<file path="src/rtl/nn_io_pkg.sv">
// Shared types, default feature-vector geometry and a width helper for the
// network I/O blocks. No ports; imported by nn_frame_loader and launch_timer.
// Latency/backpressure: not applicable (package only).
package nn_io_pkg;

  typedef enum logic {
    FILL = 1'b0,
    FULL = 1'b1
  } loader_state_e;

  localparam int NN_FEAT_W    = 16;
  localparam int NN_FEAT_FRAC = 10;
  localparam int NN_N_FEAT    = 16;

  // Bits needed to index n entries; never less than one bit.
  function automatic int idx_width(input int n);
    return (n > 1) ? $clog2(n) : 1;
  endfunction

endpackage

</file>
<file path="src/rtl/nn_frame_loader_launch_timer.sv">
// launch_timer: spacing counter between frame launches.
// Latency: start loads LAUNCH_INTERVAL-1; expired is high LAUNCH_INTERVAL-1 cycles later.
// Backpressure: none; counts down one per cycle while nonzero.
// Ports: clk, reset (sync, active-high), start (load pulse), expired (count is zero).
module launch_timer
  import nn_io_pkg::*;
#(
  parameter int LAUNCH_INTERVAL = 8
) (
  input  logic clk,
  input  logic reset,
  input  logic start,
  output logic expired
);

  localparam int CW = $clog2(LAUNCH_INTERVAL) + 1;
  localparam logic [CW-1:0] RELOAD = CW'(LAUNCH_INTERVAL - 1);

  logic [CW-1:0] icnt_q, icnt_d;

  always_comb begin
    icnt_d = icnt_q;
    if (start) begin
      icnt_d = RELOAD;
    end else if (icnt_q != '0) begin
      icnt_d = icnt_q - 1'b1;
    end
  end

  always_ff @(posedge clk) begin
    if (reset) begin
      icnt_q <= '0;
    end else begin
      icnt_q <= icnt_d;
    end
  end

  assign expired = (icnt_q == '0);

endmodule

</file>
<file path="src/rtl/nn_frame_loader.sv">
// nn_frame_loader: assembles a valid/ready word stream into an N_FEAT vector and
// launches it with a one-cycle input_ready pulse; input_data holds until the next launch.
// Latency: launch one edge after the final beat when the launch timer has expired.
// Backpressure: s_ready low (state decode only) while a full frame awaits launch.
// Ports: clk, reset (sync, active-high); s_valid/s_ready/s_data/s_last stream in;
//   input_ready, input_data[N_FEAT-1:0], frame_err, frames_launched out.
// Optional: define FRAME_LAST_CHECK_EN to validate s_last against the word count.
module nn_frame_loader
  import nn_io_pkg::*;
#(
  parameter int WIDTH           = NN_FEAT_W,
  parameter int NFRAC           = NN_FEAT_FRAC,
  parameter int N_FEAT          = NN_N_FEAT,
  parameter int LAUNCH_INTERVAL = 8
) (
  input  logic                    clk,
  input  logic                    reset,
  input  logic                    s_valid,
  output logic                    s_ready,
  input  logic signed [WIDTH-1:0] s_data,
  input  logic                    s_last,
  output logic                    input_ready,
  output logic signed [WIDTH-1:0] input_data [N_FEAT-1:0],
  output logic                    frame_err,
  output logic [15:0]             frames_launched
);

  localparam int IDX_W = idx_width(N_FEAT);
  localparam logic [IDX_W-1:0] IDX_MAX = IDX_W'(N_FEAT - 1);
  // Fraction position is a property of the data only; nothing here depends on it.
  localparam int unused_nfrac = NFRAC;

  loader_state_e state_q, state_d;
  logic [IDX_W-1:0] idx_q, idx_d;
  logic signed [WIDTH-1:0] fbuf_q [N_FEAT-1:0];
  logic signed [WIDTH-1:0] fbuf_d [N_FEAT-1:0];
  logic signed [WIDTH-1:0] launch_q [N_FEAT-1:0];
  logic signed [WIDTH-1:0] launch_d [N_FEAT-1:0];
  logic input_ready_q, input_ready_d;
  logic [15:0] count_q, count_d;
  logic beat;
  logic timer_start;
  logic expired;

`ifdef FRAME_LAST_CHECK_EN
  logic frame_err_q, frame_err_d;
`else
  logic unused_last;
  assign unused_last = s_last;
`endif

  launch_timer #(
    .LAUNCH_INTERVAL(LAUNCH_INTERVAL)
  ) u_timer (
    .clk    (clk),
    .reset  (reset),
    .start  (timer_start),
    .expired(expired)
  );

  // Ready is a pure state decode, forced low while reset is held.
  assign s_ready = (state_q == FILL) && !reset;
  assign beat    = s_valid && (state_q == FILL);

  always_comb begin
    state_d       = state_q;
    idx_d         = idx_q;
    fbuf_d        = fbuf_q;
    launch_d      = launch_q;
    input_ready_d = 1'b0;
    count_d       = count_q;
    timer_start   = 1'b0;
`ifdef FRAME_LAST_CHECK_EN
    frame_err_d   = 1'b0;
`endif
    case (state_q)
      FILL: begin
        if (beat) begin
          // A rejected word may land in fbuf; idx restarts at 0 so every
          // entry is rewritten before the buffer can be launched.
          fbuf_d[idx_q] = s_data;
          if (idx_q == IDX_MAX) begin
            idx_d   = '0;
            state_d = FULL;
          end else begin
            idx_d = idx_q + 1'b1;
          end
`ifdef FRAME_LAST_CHECK_EN
          if (s_last && (idx_q != IDX_MAX)) begin
            frame_err_d = 1'b1;
            idx_d       = '0;
          end else if (!s_last && (idx_q == IDX_MAX)) begin
            frame_err_d = 1'b1;
            state_d     = FILL;
          end
`endif
        end
      end
      FULL: begin
        if (expired) begin
          launch_d      = fbuf_q;
          input_ready_d = 1'b1;
          timer_start   = 1'b1;
          count_d       = count_q + 16'd1;
          state_d       = FILL;
        end
      end
      default: state_d = FILL;
    endcase
  end

  always_ff @(posedge clk) begin
    if (reset) begin
      state_q       <= FILL;
      idx_q         <= '0;
      launch_q      <= '{default: '0};
      input_ready_q <= 1'b0;
      count_q       <= '0;
    end else begin
      state_q       <= state_d;
      idx_q         <= idx_d;
      launch_q      <= launch_d;
      input_ready_q <= input_ready_d;
      count_q       <= count_d;
    end
  end

  // Fill buffer needs no reset: it is fully rewritten before any launch.
  always_ff @(posedge clk) begin
    fbuf_q <= fbuf_d;
  end

`ifdef FRAME_LAST_CHECK_EN
  always_ff @(posedge clk) begin
    if (reset) begin
      frame_err_q <= 1'b0;
    end else begin
      frame_err_q <= frame_err_d;
    end
  end
  assign frame_err = frame_err_q;
`else
  assign frame_err = 1'b0;
`endif

  assign input_ready     = input_ready_q;
  assign input_data      = launch_q;
  assign frames_launched = count_q;

endmodule

</file>
<file path="config.mk">
export PLATFORM = sky130hd
export DESIGN_NAME = nn_frame_loader
export DESIGN_NICKNAME = d
export VERILOG_FILES = /design/src/rtl/nn_io_pkg.sv /design/src/rtl/nn_frame_loader_launch_timer.sv /design/src/rtl/nn_frame_loader.sv
export SDC_FILE = /design/constraint.sdc
export NUM_CORES = 1
export LEC_CHECK = 0
export BUFFER_PORTS_ARGS = -buffer_cell sky130_fd_sc_hd__buf_2
export CELL_PAD_IN_SITES_DETAIL_PLACEMENT = 0
export CELL_PAD_IN_SITES_GLOBAL_PLACEMENT = 1
export CORE_MARGIN = 1
export CORE_UTILIZATION = 40
export DETAILED_ROUTE_END_ITERATION = 10
export PLACE_DENSITY_LB_ADDON = 0.05
export SYNTH_ARGS = -nofsm -noshare
export SYNTH_HDL_FRONTEND = slang
export SYNTH_SLANG_ARGS = --single-unit
</file>
<file path="constraint.sdc">
create_clock -name clk -period 2.5 [get_ports clk]
set_clock_uncertainty 0.05 [all_clocks]
set_input_delay 0.25 -clock clk [delete_from_list [all_inputs] [get_ports clk]]
set_output_delay 0.25 -clock clk [all_outputs]
set_load 0.02 [all_outputs]
</file>
==> results of run 1 <==
==> synthesized netlist by cell type <==
| master | n | area (sq um) |
|---|---|---|
| a211oi_1 | 2 | 15.0 |
| a21boi_0 | 1 | 7.51 |
| a21oi_1 | 266 | 1330 |
| and4_1 | 1 | 8.76 |
| and4bb_2 | 1 | 12.5 |
| buf_1 | 1 | 3.75 |
| buf_4 | 1 | 7.51 |
| buf_6 | 1 | 11.3 |
| clkbuf_1 | 92 | 345 |
| conb_1 | 1 | 3.75 |
| dfxtp_1 | 282 | 5650 |
| edfxtp_1 | 256 | 7690 |
| ha_1 | 7 | 87.6 |
| inv_1 | 8 | 30.0 |
| mux2_2 | 1 | 11.3 |
| nand2_1 | 525 | 1970 |
| nand2b_1 | 2 | 12.5 |
| nand3_1 | 6 | 30.0 |
| nand4_1 | 7 | 43.8 |
| nor2_1 | 30 | 113 |
| nor2b_1 | 1 | 6.26 |
| nor3_1 | 8 | 40.0 |
| nor4_1 | 5 | 31.3 |
| o21a_1 | 1 | 7.51 |
| o21ai_0 | 4 | 20.0 |
| o21ba_2 | 1 | 10.0 |
| o31ai_1 | 1 | 7.51 |
| or2_2 | 1 | 6.26 |
| or3_1 | 1 | 6.26 |
| or3_2 | 4 | 30.0 |
| or3b_1 | 1 | 8.76 |
| or4_1 | 2 | 15.0 |
| or4_4 | 1 | 11.3 |
| or4bb_2 | 2 | 25.0 |
| xnor2_1 | 7 | 61.3 |
| xor2_1 | 5 | 43.8 |
==> critical path, cell delays in order (launching register included) <==
cell	delay, ns
dfxtp_1	0.33
inv_1	0.09
ha_1	0.22
or3b_1	0.39
or4_4	0.57
or4_1	0.51
a21oi_1	0.14
==> where the power goes <==
part	internal, mW	total, mW	leakage [nW]	switching [mW]
registers	9.29	9.33	4.58	0.0389
logic	0.138	0.497	2.66	0.360
clock network	4.70	8.00	0.875	3.30
total	14.1	17.8	8.12	3.70
==> layout make-up <==
class	count	area (sq um)	share of cell area
inverters	8	30.0	0.00137
multi-input cells	895	4020	0.183
clock inverters	18	135	0.00616
flip-flops and latches	538	13300	0.608
well taps	585	732	0.0334
repair buffers	339	2040	0.0929
clock buffers	84	1640	0.0747
diodes	1	2.50	0.000114
==> state kept, by name, indices dropped and copies added (netlist names) <==
name and count:
frames_launched 16, idx_q 4, input_ready 1, state_q 1, fbuf_q 256, u_timer.icnt_q 4, input_data 256
==> through the flow <==
stage	hold slack, ns	cell area, sq um	worst slack, ns	util
after global routing	0.0282	21900	0.00174	0.506
after global placement	0.390	20100	0.176	0.465
after CTS	0.0131	21900	0.121	0.506
final	0.0361	21900	0.134	0.506
after detailed placement	0.393	20100	0.147	0.465
after floorplan	0.299	17700	0.170	-
==> cell families after synthesis <==
family	count (synthesis)
and+or+nand+nor	598
AOI/OAI and AO/OA	276
xor gates and xnor gates	12
muxes	1
adders and majority gates	7
buffers and inverters	103
DFF	538
other	1
==> worst paths after layout <==
check                                               startpoint                          endpoint  slack [ns]
worst max register to register  u_timer.icnt_q[0]$_SDFFE_PP0P_  frames_launched[15]$_SDFFE_PP0P_        0.13
worst max-delay path            u_timer.icnt_q[0]$_SDFFE_PP0P_  frames_launched[15]$_SDFFE_PP0P_        0.13
worst min register to register    input_data[166]$_SDFFE_PP0P_      input_data[166]$_SDFFE_PP0P_        0.40
worst min-delay path                                s_data[15]              fbuf_q[15]$_DFFE_PP_        0.04
==> layer usage <==
| metal | track usage | share of wire | up-vias |
|---|---|---|---|
| met4 | 0.0561 | 0.015 | 2 |
| met5 | 0 | 0.00017 | - |
| met2 | 0.333 | 0.47 | 311 |
| met1 | 0.285 | 0.44 | 5743 |
| met3 | 0.0495 | 0.069 | 49 |
| li1 | - | - | 5796 |
==> cell usage in the layout, fill, tap and decap left out, types with 2 or more instances in the layout <==
cell type	n
a211oi_1	2
a21oi_1	266
buf_12	17
buf_2	291
buf_4	30
bufinv_16	2
clkbuf_1	16
clkbuf_16	57
clkbuf_8	12
clkinv_1	7
clkinv_2	8
dfxtp_1	282
edfxtp_1	256
ha_1	7
inv_1	8
nand2_1	525
nand2b_1	2
nand3_1	6
nand4_1	7
nor2_1	27
nor2_2	3
nor3_1	4
nor3_2	3
nor4_1	5
o21ai_0	4
or3_2	4
or4_1	2
xnor2_1	7
xor2_1	5
==> impl_summary.log, run 1 <==
[metrics] Placeable Area: 43400 sq um
[metrics] Worst EP required: 2.96 ns
[metrics] placed cells: 2365
[metrics] post-route total power: 17.8 mW
[metrics] number of gates given a new drive strength after cts: 0
[metrics] Cell Rows: 76
[metrics] final clock period utilization by the worst path: 0.946
[metrics] number of hold violations in the final report: 0
[metrics] Tot GR Track Use: 0.209
[metrics] mean post-synth cell area: 11.5 sq um
[metrics] drt initial violations: 709
[metrics] area growth from synthesis to layout: 23.8%
[metrics] highest attainable clock frequency: 423 MHz
[metrics] global-route wire length before repair: 69200 um
[metrics] total of warnings raised by yosys: 0
[metrics] die span in y: 212 um
[metrics] post-layout min period: 2.37 ns
[metrics] fraction of the mapped netlist area in adder cells: 0.00495
[metrics] syn_nets: 1563
[metrics] synthesized instance count: 1536
[metrics] kind of end point of the critical path: flop
[metrics] share of synthesized area spent on multiplexers: 0.000636
[metrics] DR pass1 iterations: 5
[metrics] Die ar.: 45100 sq um
[metrics] Total Neg Setup Slack: 0 ns
[metrics] wire length per cell: 19.3 um
[metrics] ratio of routed vias to standard cells: 4.82
[metrics] post-synthesis share of cell area spent on and, or, nand and nor gates: 0.134
[metrics] post-CTS clock slew at the launch and capture registers of the worst setup and hold paths: 0.06 ns
[metrics] DP HPWL: 28600 um
[metrics] Detailed Route WL: 47600 um
[metrics] share of cells above drive strength 1: 0.232
[metrics] clock latency on the worst-skew pair: 0.59 ns
[metrics] count of final setup violators: 0
[metrics] CP Launch Type: flop
[metrics] worst hold path depth: 1
[metrics] flops & latches, synth: 538
[metrics] antenna violations before repair: 4
[metrics] largest fanout on the critical path: 6
[metrics] transition time at the pin with the least slew margin: 0.768 ns
[metrics] category of the critical setup timing path: flop to flop
[metrics] max-cap violations: 0
[metrics] clock sinks: 538
[metrics] worst slew slack as a fraction of its limit: 0.488
[metrics] width of the die: 212 um
[metrics] RePlAce Congestion: 0.758
[metrics] clock tree from TritonCTS: yes
[metrics] number of buffers on the longest clock path: 3
[metrics] via count: 11900
[metrics] Synth Area in XOR/XNOR: 0.00594
[metrics] power density normalized to cell area: 813 nW/um^2
[metrics] post-route DRC violation count: 0
[metrics] setup repair after global routing missed its margin: false
[metrics] filler instances: 4016
[metrics] compound-cell area share of the yosys netlist: 0.0790
[metrics] post-CTS setup repair buffer count: 0
[metrics] post-synthesis cell area: 17700 sq um
[metrics] number of global-route vias before repair: 11200
[metrics] antenna viol nets, final: 0
[metrics] depth of the CTS H-tree: 2
[metrics] share of the yosys chip area belonging to registers: 0.753
[metrics] final layout net count: 1864
[metrics] Max rail drop VDD: 0.000626 V
[metrics] number of non-filler instances in the completed layout: 2468
[metrics] number of cell instances on the worst register-to-register path: 6
[metrics] worst hold path type: input port to flop
[metrics] Data arrival, critical path: 2.83 ns
[metrics] number of hold buffers added after cts: 0
[metrics] number of distinct library cells after synthesis: 36
[metrics] quantity of I/O buffers inserted on ports: 292
[metrics] largest family of logic cells by synthesized area: simple AND/OR/NAND/NOR gates
[metrics] CTS root buf: clkbuf_16
[metrics] run status: finished, final reports clean
[metrics] starting utilization of the core area: 0.408
[metrics] Top Ports: 295
[metrics] Final Max Tran Viols: 0
[metrics] total global routing overflow: 0
[metrics] pin count of the biggest net entering global routing: 74
[metrics] leakage power: 8.12 nW
[metrics] CTS Buf Count: 55
(Power assumes the default switching activity.)
==> run 2: changes to the inputs <==
Settings changed: CELL_PAD_IN_SITES_DETAIL_PLACEMENT 0 to unset, CELL_PAD_IN_SITES_GLOBAL_PLACEMENT 1 to unset, CORE_UTILIZATION 40 to 50, CTS_CLUSTER_SIZE set to 24.
==> impl_summary.log, run 2 (synthesis results as in run 1) <==
[metrics] die span in y: 190 um
[metrics] setup slack of the worst register-to-register path: 0.16 ns
[metrics] worst slew slack as a fraction of its limit: 0.529
[metrics] area growth from synthesis to layout: 21.2%
[metrics] category of the critical setup timing path: flop to flop
[metrics] worst reg2reg path startpoint: u_timer.icnt_q[0]$_SDFFE_PP0P_
[metrics] worst hold path depth: 1
[metrics] highest attainable clock frequency: 428 MHz
[metrics] transition time at the pin with the least slew margin: 0.707 ns
[metrics] leakage power: 7.96 nW
[metrics] Clock power frac: 0.437
[metrics] power share of the combinational group: 0.027
[metrics] final design instance area without fill: 21500 sq um
[metrics] DR pass1 iterations: 5
[metrics] Reg2Reg Capture Point: frames_launched[15]$_SDFFE_PP0P_
[metrics] number of global-route vias before repair: 11000
[metrics] Max rail drop VDD: 0.000651 V
[metrics] RePlAce Congestion: 0.780
[metrics] crit path cell chain: inv_1 > ha_1 > or3b_1 > or4_4 > or4_1 > a21oi_1
[metrics] internal cell power: 13.8 mW
[metrics] CTS root buf: clkbuf_16
[metrics] post-layout min period: 2.34 ns
[metrics] Hold Slack: 0.0408 ns
[metrics] number of buffers on the longest clock path: 3
[metrics] number of cell instances on the worst register-to-register path: 6
[metrics] setup repair after global routing missed its margin: false
[metrics] count of final setup violators: 0
[metrics] Cell Rows: 68
[metrics] number of non-filler instances in the completed layout: 2321
[metrics] starting utilization of the core area: 0.510
[metrics] drt initial violations: 921
[metrics] Max stage delay on crit path: 0.56 ns
[metrics] quantity of I/O buffers inserted on ports: 292
[metrics] ratio of routed vias to standard cells: 5.15
[metrics] hold path endpoint: fbuf_q[175]$_DFFE_PP_
[metrics] pin count of the biggest net entering global routing: 82
[metrics] Max stage delay cell, worst path: or4_4
[metrics] wire length per cell: 19.1 um
[metrics] Final Max Tran Viols: 0
[metrics] number of hold violations in the final report: 0
[metrics] most used cells in the layout excluding fill and tap cells: 525 x nand2_1, 291 x buf_2, 282 x dfxtp_1
[metrics] most frequent standard cell in the layout excluding fill and tap cells: nand2_1
[metrics] global-route wire length before repair: 65600 um
[metrics] net switching component of the power: 3.62 mW
[metrics] run status: finished, final reports clean
[metrics] Detailed Route WL: 44200 um
[metrics] DP HPWL: 25900 um
[metrics] final layout net count: 1848
[metrics] share of cells above drive strength 1: 0.226
[metrics] placed cells: 2221
[metrics] Worst EP required: 2.96 ns
[metrics] Placeable Area: 34700 sq um
[metrics] filler instances: 2900
[metrics] antenna viol nets, final: 0
[metrics] CTS Buf Count: 53
[metrics] number of hold buffers added after cts: 0
[metrics] kind of end point of the critical path: flop
[metrics] Data arrival, critical path: 2.80 ns
[metrics] Top Ports: 295
[metrics] final clock period utilization by the worst path: 0.935
[metrics] width of the die: 190 um
[metrics] post-place instance area: 19800 sq um
[metrics] depth of the CTS H-tree: 2
[metrics] post-CTS setup repair buffer count: 0
[metrics] worst hold path type: input port to flop
[metrics] CP Launch Type: flop
[metrics] fraction of power spent switching nets: 0.208
[metrics] antenna violations before repair: 5
[metrics] sequential fraction of design power: 0.536
[metrics] power density normalized to cell area: 812 nW/um^2
[metrics] via count: 12000
[metrics] clock latency on the worst-skew pair: 0.58 ns
[metrics] max-cap violations: 0
[metrics] post-CTS clock slew at the launch and capture registers of the worst setup and hold paths: 0.06 ns
[metrics] clock tree from TritonCTS: yes
[metrics] Total Neg Setup Slack: 0 ns
[metrics] largest fanout on the critical path: 6
[metrics] total global routing overflow: 0
[metrics] Hold Path Origin: s_data[15]
[metrics] number of gates given a new drive strength after cts: 0
[metrics] Tot GR Track Use: 0.244
[metrics] post-route DRC violation count: 0
[metrics] Die ar.: 36200 sq um
[metrics] clock sinks: 538
==> run 2: cell types whose count changed in the layout (fill, tap and decap cells not counted) <==
cell	before	now
nor2_1	27	25
buf_4	30	24
clkinv_2	8	12
clkbuf_16	57	56
clkinv_1	7	8
clkbuf_8	12	7
clkbuf_1	16	15
nor2_2	3	5
bufinv_16	2	1
buf_12	17	9
==> run 2: critical path, delay by kind of cell (launching register included) <==
kind / cells / cell delay, ns
simple gates: 3 / 1.45
flops: 1 / 0.33
fa+ha+maj: 1 / 0.21
compound gates: 1 / 0.14
buf+inv: 1 / 0.09
==> run 2: worst max-delay path by stage <==
stage,from,end,slack [ns],cells after the start
detailed placement,u_timer.icnt_q[0]$_SDFFE_PP0P_,frames_launched[15]$_SDFFE_PP0P_,0.17,6
finish,u_timer.icnt_q[0]$_SDFFE_PP0P_,frames_launched[15]$_SDFFE_PP0P_,0.16,6
floorplan,u_timer.icnt_q[0]$_SDFFE_PP0P_,frames_launched[15]$_SDFFE_PP0P_,0.17,7
global placement,u_timer.icnt_q[0]$_SDFFE_PP0P_,frames_launched[15]$_SDFFE_PP0P_,0.19,6
CTS,u_timer.icnt_q[0]$_SDFFE_PP0P_,frames_launched[15]$_SDFFE_PP0P_,0.15,6
global route,u_timer.icnt_q[0]$_SDFFE_PP0P_,frames_launched[15]$_SDFFE_PP0P_,0.03,6
==> run 2: layer usage <==
metal	vias up	part of all wire	global-route usage
met1	5745	0.43	0.329
met3	71	0.081	0.0627
met2	380	0.47	0.384
li1	5761	-	-
met4	0	0.022	0.0803
met5	-	0	0
==> run 2: final cells by class <==
class	instances	area (sq um)	share of cell area
flip-flops and latches	538	13300	0.621
multi-input cells	895	4020	0.187
repair buffers	325	1830	0.0853
clock buffers	77	1540	0.0718
well taps	455	569	0.0265
clock inverters	22	129	0.00601
inverters	8	30.0	0.00140
diodes	1	2.50	0.000117
==> run 2: through the flow <==
step                total power, mW  utilization  setup slack (ns)
floorplan                      9.78            -             0.170
global placement               9.99        0.570             0.193
detailed placement             10.0        0.570             0.167
CTS                            17.6        0.618             0.155
global route                   18.0        0.618            0.0300
finish                         17.4        0.618             0.162
==> run 2: power groups by stage <==
stage                     registers (mW)  clock network (mW)  logic (mW)
final                               9.33                7.61       0.477
after global routing                9.33                8.09       0.529
after global placement              9.52                   0       0.475
after floorplan                     9.51                   0       0.272
after CTS                           9.33                7.75       0.488
after detailed placement            9.52                   0       0.486
==> run 3: changes to the inputs <==
Settings changed: CORE_UTILIZATION 50 to 52, CTS_BUF_LIST set to sky130_fd_sc_hd__clkbuf_8.
==> impl_summary.log, run 3 (synthesis results as in run 1) <==
[metrics] number of hold violations in the final report: 0
[metrics] final clock period utilization by the worst path: 0.938
[metrics] count of final setup violators: 0
[metrics] post-route DRC violation count: 0
[metrics] multi-input logic area: 4010 sq um
[metrics] starting utilization of the core area: 0.528
[metrics] Worst EP required: 3.00 ns
[metrics] run status: finished, final reports clean
[metrics] number of cell instances on the worst register-to-register path: 6
[metrics] Data arrival, critical path: 2.84 ns
[metrics] filler instances: 2775
[metrics] quantity of I/O buffers inserted on ports: 292
[metrics] Final Max Tran Viols: 0
[metrics] drt initial violations: 864
[metrics] diodes inserted: 0
[metrics] crit path cell chain: inv_1 > ha_1 > or3b_1 > or4_4 > or4_1 > a21oi_1
[metrics] post-layout min period: 2.34 ns
[metrics] global-route wire length before repair: 66400 um
[metrics] width of the die: 187 um
[metrics] power density normalized to cell area: 787 nW/um^2
[metrics] placed cells: 2214
[metrics] antenna viol nets, final: 0
[metrics] Hold Path Origin: s_data[0]
[metrics] Top Ports: 295
[metrics] die span in y: 187 um
[metrics] CP Launch Type: flop
[metrics] max-cap violations: 0
[metrics] number of gates given a new drive strength after cts: 0
[metrics] final design instance area without fill: 21400 sq um
[metrics] RePlAce Congestion: 0.768
[metrics] worst slew slack as a fraction of its limit: 0.550
[metrics] CTS Buf Count: 85
[metrics] DP HPWL: 24800 um
[metrics] total global routing overflow: 0
[metrics] beginning of the critical path: u_timer.icnt_q[0]$_SDFFE_PP0P_
[metrics] kind of end point of the critical path: flop
[metrics] depth of the CTS H-tree: 3
[metrics] Max rail drop VDD: 0.000526 V
[metrics] antenna violations before repair: 1
[metrics] Max stage delay on crit path: 0.56 ns
[metrics] number of non-filler instances in the completed layout: 2375
[metrics] largest fanout on the critical path: 6
[metrics] leakage power: 8.10 nW
[metrics] clock latency on the worst-skew pair: 0.62 ns
[metrics] clock sinks: 538
[metrics] category of the critical setup timing path: flop to flop
[metrics] Reg2Reg Capture Point: frames_launched[15]$_SDFFE_PP0P_
[metrics] Placeable Area: 33500 sq um
[metrics] final layout net count: 1881
[metrics] Detailed Route WL: 43500 um
[metrics] most frequent standard cell in the layout excluding fill and tap cells: nand2_1
[metrics] most used cells in the layout excluding fill and tap cells: 525 x nand2_1, 291 x buf_2, 282 x dfxtp_1
[metrics] wire length per cell: 18.3 um
[metrics] worst reg2reg path startpoint: u_timer.icnt_q[0]$_SDFFE_PP0P_
[metrics] worst hold path depth: 1
[metrics] post-CTS setup repair buffer count: 0
[metrics] pin count of the biggest net entering global routing: 127
[metrics] worst hold path type: input port to flop
[metrics] Top Family by Delay on Critical Path: simple AND/OR/NAND/NOR gates
[metrics] Cell Rows: 67
[metrics] post-CTS clock slew at the launch and capture registers of the worst setup and hold paths: 0.06 ns
[metrics] setup slack of the worst register-to-register path: 0.16 ns
[metrics] ratio of routed vias to standard cells: 5.11
[metrics] number of buffers on the longest clock path: 3
[metrics] number of global-route vias before repair: 11400
[metrics] Die ar.: 34800 sq um
[metrics] share of cells above drive strength 1: 0.236
[metrics] via count: 12100
[metrics] area growth from synthesis to layout: 20.8%
[metrics] CTS root buf: clkbuf_8
[metrics] crit path buf inv count: 1
[metrics] Max stage delay cell, worst path: or4_4
[metrics] Tot GR Track Use: 0.251
[metrics] critical path depth: 6
[metrics] DR pass1 iterations: 5
[metrics] transition time at the pin with the least slew margin: 0.674 ns
[metrics] clock tree from TritonCTS: yes
[metrics] hold path endpoint: fbuf_q[144]$_DFFE_PP_
[metrics] final core utilization: 0.638
[metrics] highest attainable clock frequency: 427 MHz
[metrics] setup repair after global routing missed its margin: false
[metrics] post-place instance area: 19700 sq um
[metrics] FF/Latch Area: 13300 sq um
[metrics] Total Neg Setup Slack: 0 ns
-- run 3: cell count changes in the layout (fill, tap and decap cells not counted), sizes merged --
cell         previous run  this run
clkinvlp                0         6
dlygate4sd3             0         1
diode                   1         0
bufinv                  1         2
inv                     9        45
clkbuf                 78        96
-- run 3: worst reg2reg max path: stages (launching register included) --
cell and delay (ns):
dfxtp_1 0.33, inv_1 0.08, ha_1 0.22, or3b_1 0.38
or4_4 0.56, or4_1 0.52, a21oi_1 0.15
-- run 3: stage by stage --
stage | worst slack, ns | hold slack [ns] | power, mW
after floorplan | 0.170 | 0.299 | 9.78
after detailed placement | 0.167 | 0.393 | 10.0
after global routing | 0.0436 | 0.0816 | 17.4
after global placement | 0.188 | 0.389 | 9.99
after CTS | 0.150 | 0.0641 | 17.0
final | 0.156 | 0.101 | 16.8
-- run 3: final cells by class --
type	instances	area share
Inverter	8	0.00140
Tap cell	448	0.0262
Clock buffer	95	0.0611
Timing Repair Buffer	326	0.0849
Sequential cell	538	0.623
Clock inverter	65	0.0154
Multi-Input combinational cell	895	0.188
-- run 3: worst max-delay path by stage --
stage | to | slack, ns
global placement | frames_launched[15]$_SDFFE_PP0P_ | 0.19
detailed placement | frames_launched[15]$_SDFFE_PP0P_ | 0.17
global route | frames_launched[11]$_SDFFE_PP0P_ | 0.04
finish | frames_launched[15]$_SDFFE_PP0P_ | 0.16
floorplan | frames_launched[15]$_SDFFE_PP0P_ | 0.17
CTS | frames_launched[15]$_SDFFE_PP0P_ | 0.15
-- run 3: timing repair --
| item | in CTS | in global routing |
|---|---|---|
| hold endpoints to repair | 16 | 0 |
| hold buffers | 1 | 0 |
| endpoints found under the setup margin | 0 | 0 |
-- run 3: power by group --
group | switching [mW] | internal (mW) | leakage (nW)
Sequential | 0.0375 | 9.29 | 4.58
Clock | 3.33 | 3.70 | 0.959
Combinational | 0.342 | 0.136 | 2.55
-- run 3: metal layers --
layer  GRT usage  vias up  wire length, um
met5           0        -                0
met4      0.0880        0              925
met3      0.0681       71             3490
met2       0.399      403            20500
met1       0.332     5814            18500
li1            -     5842                -
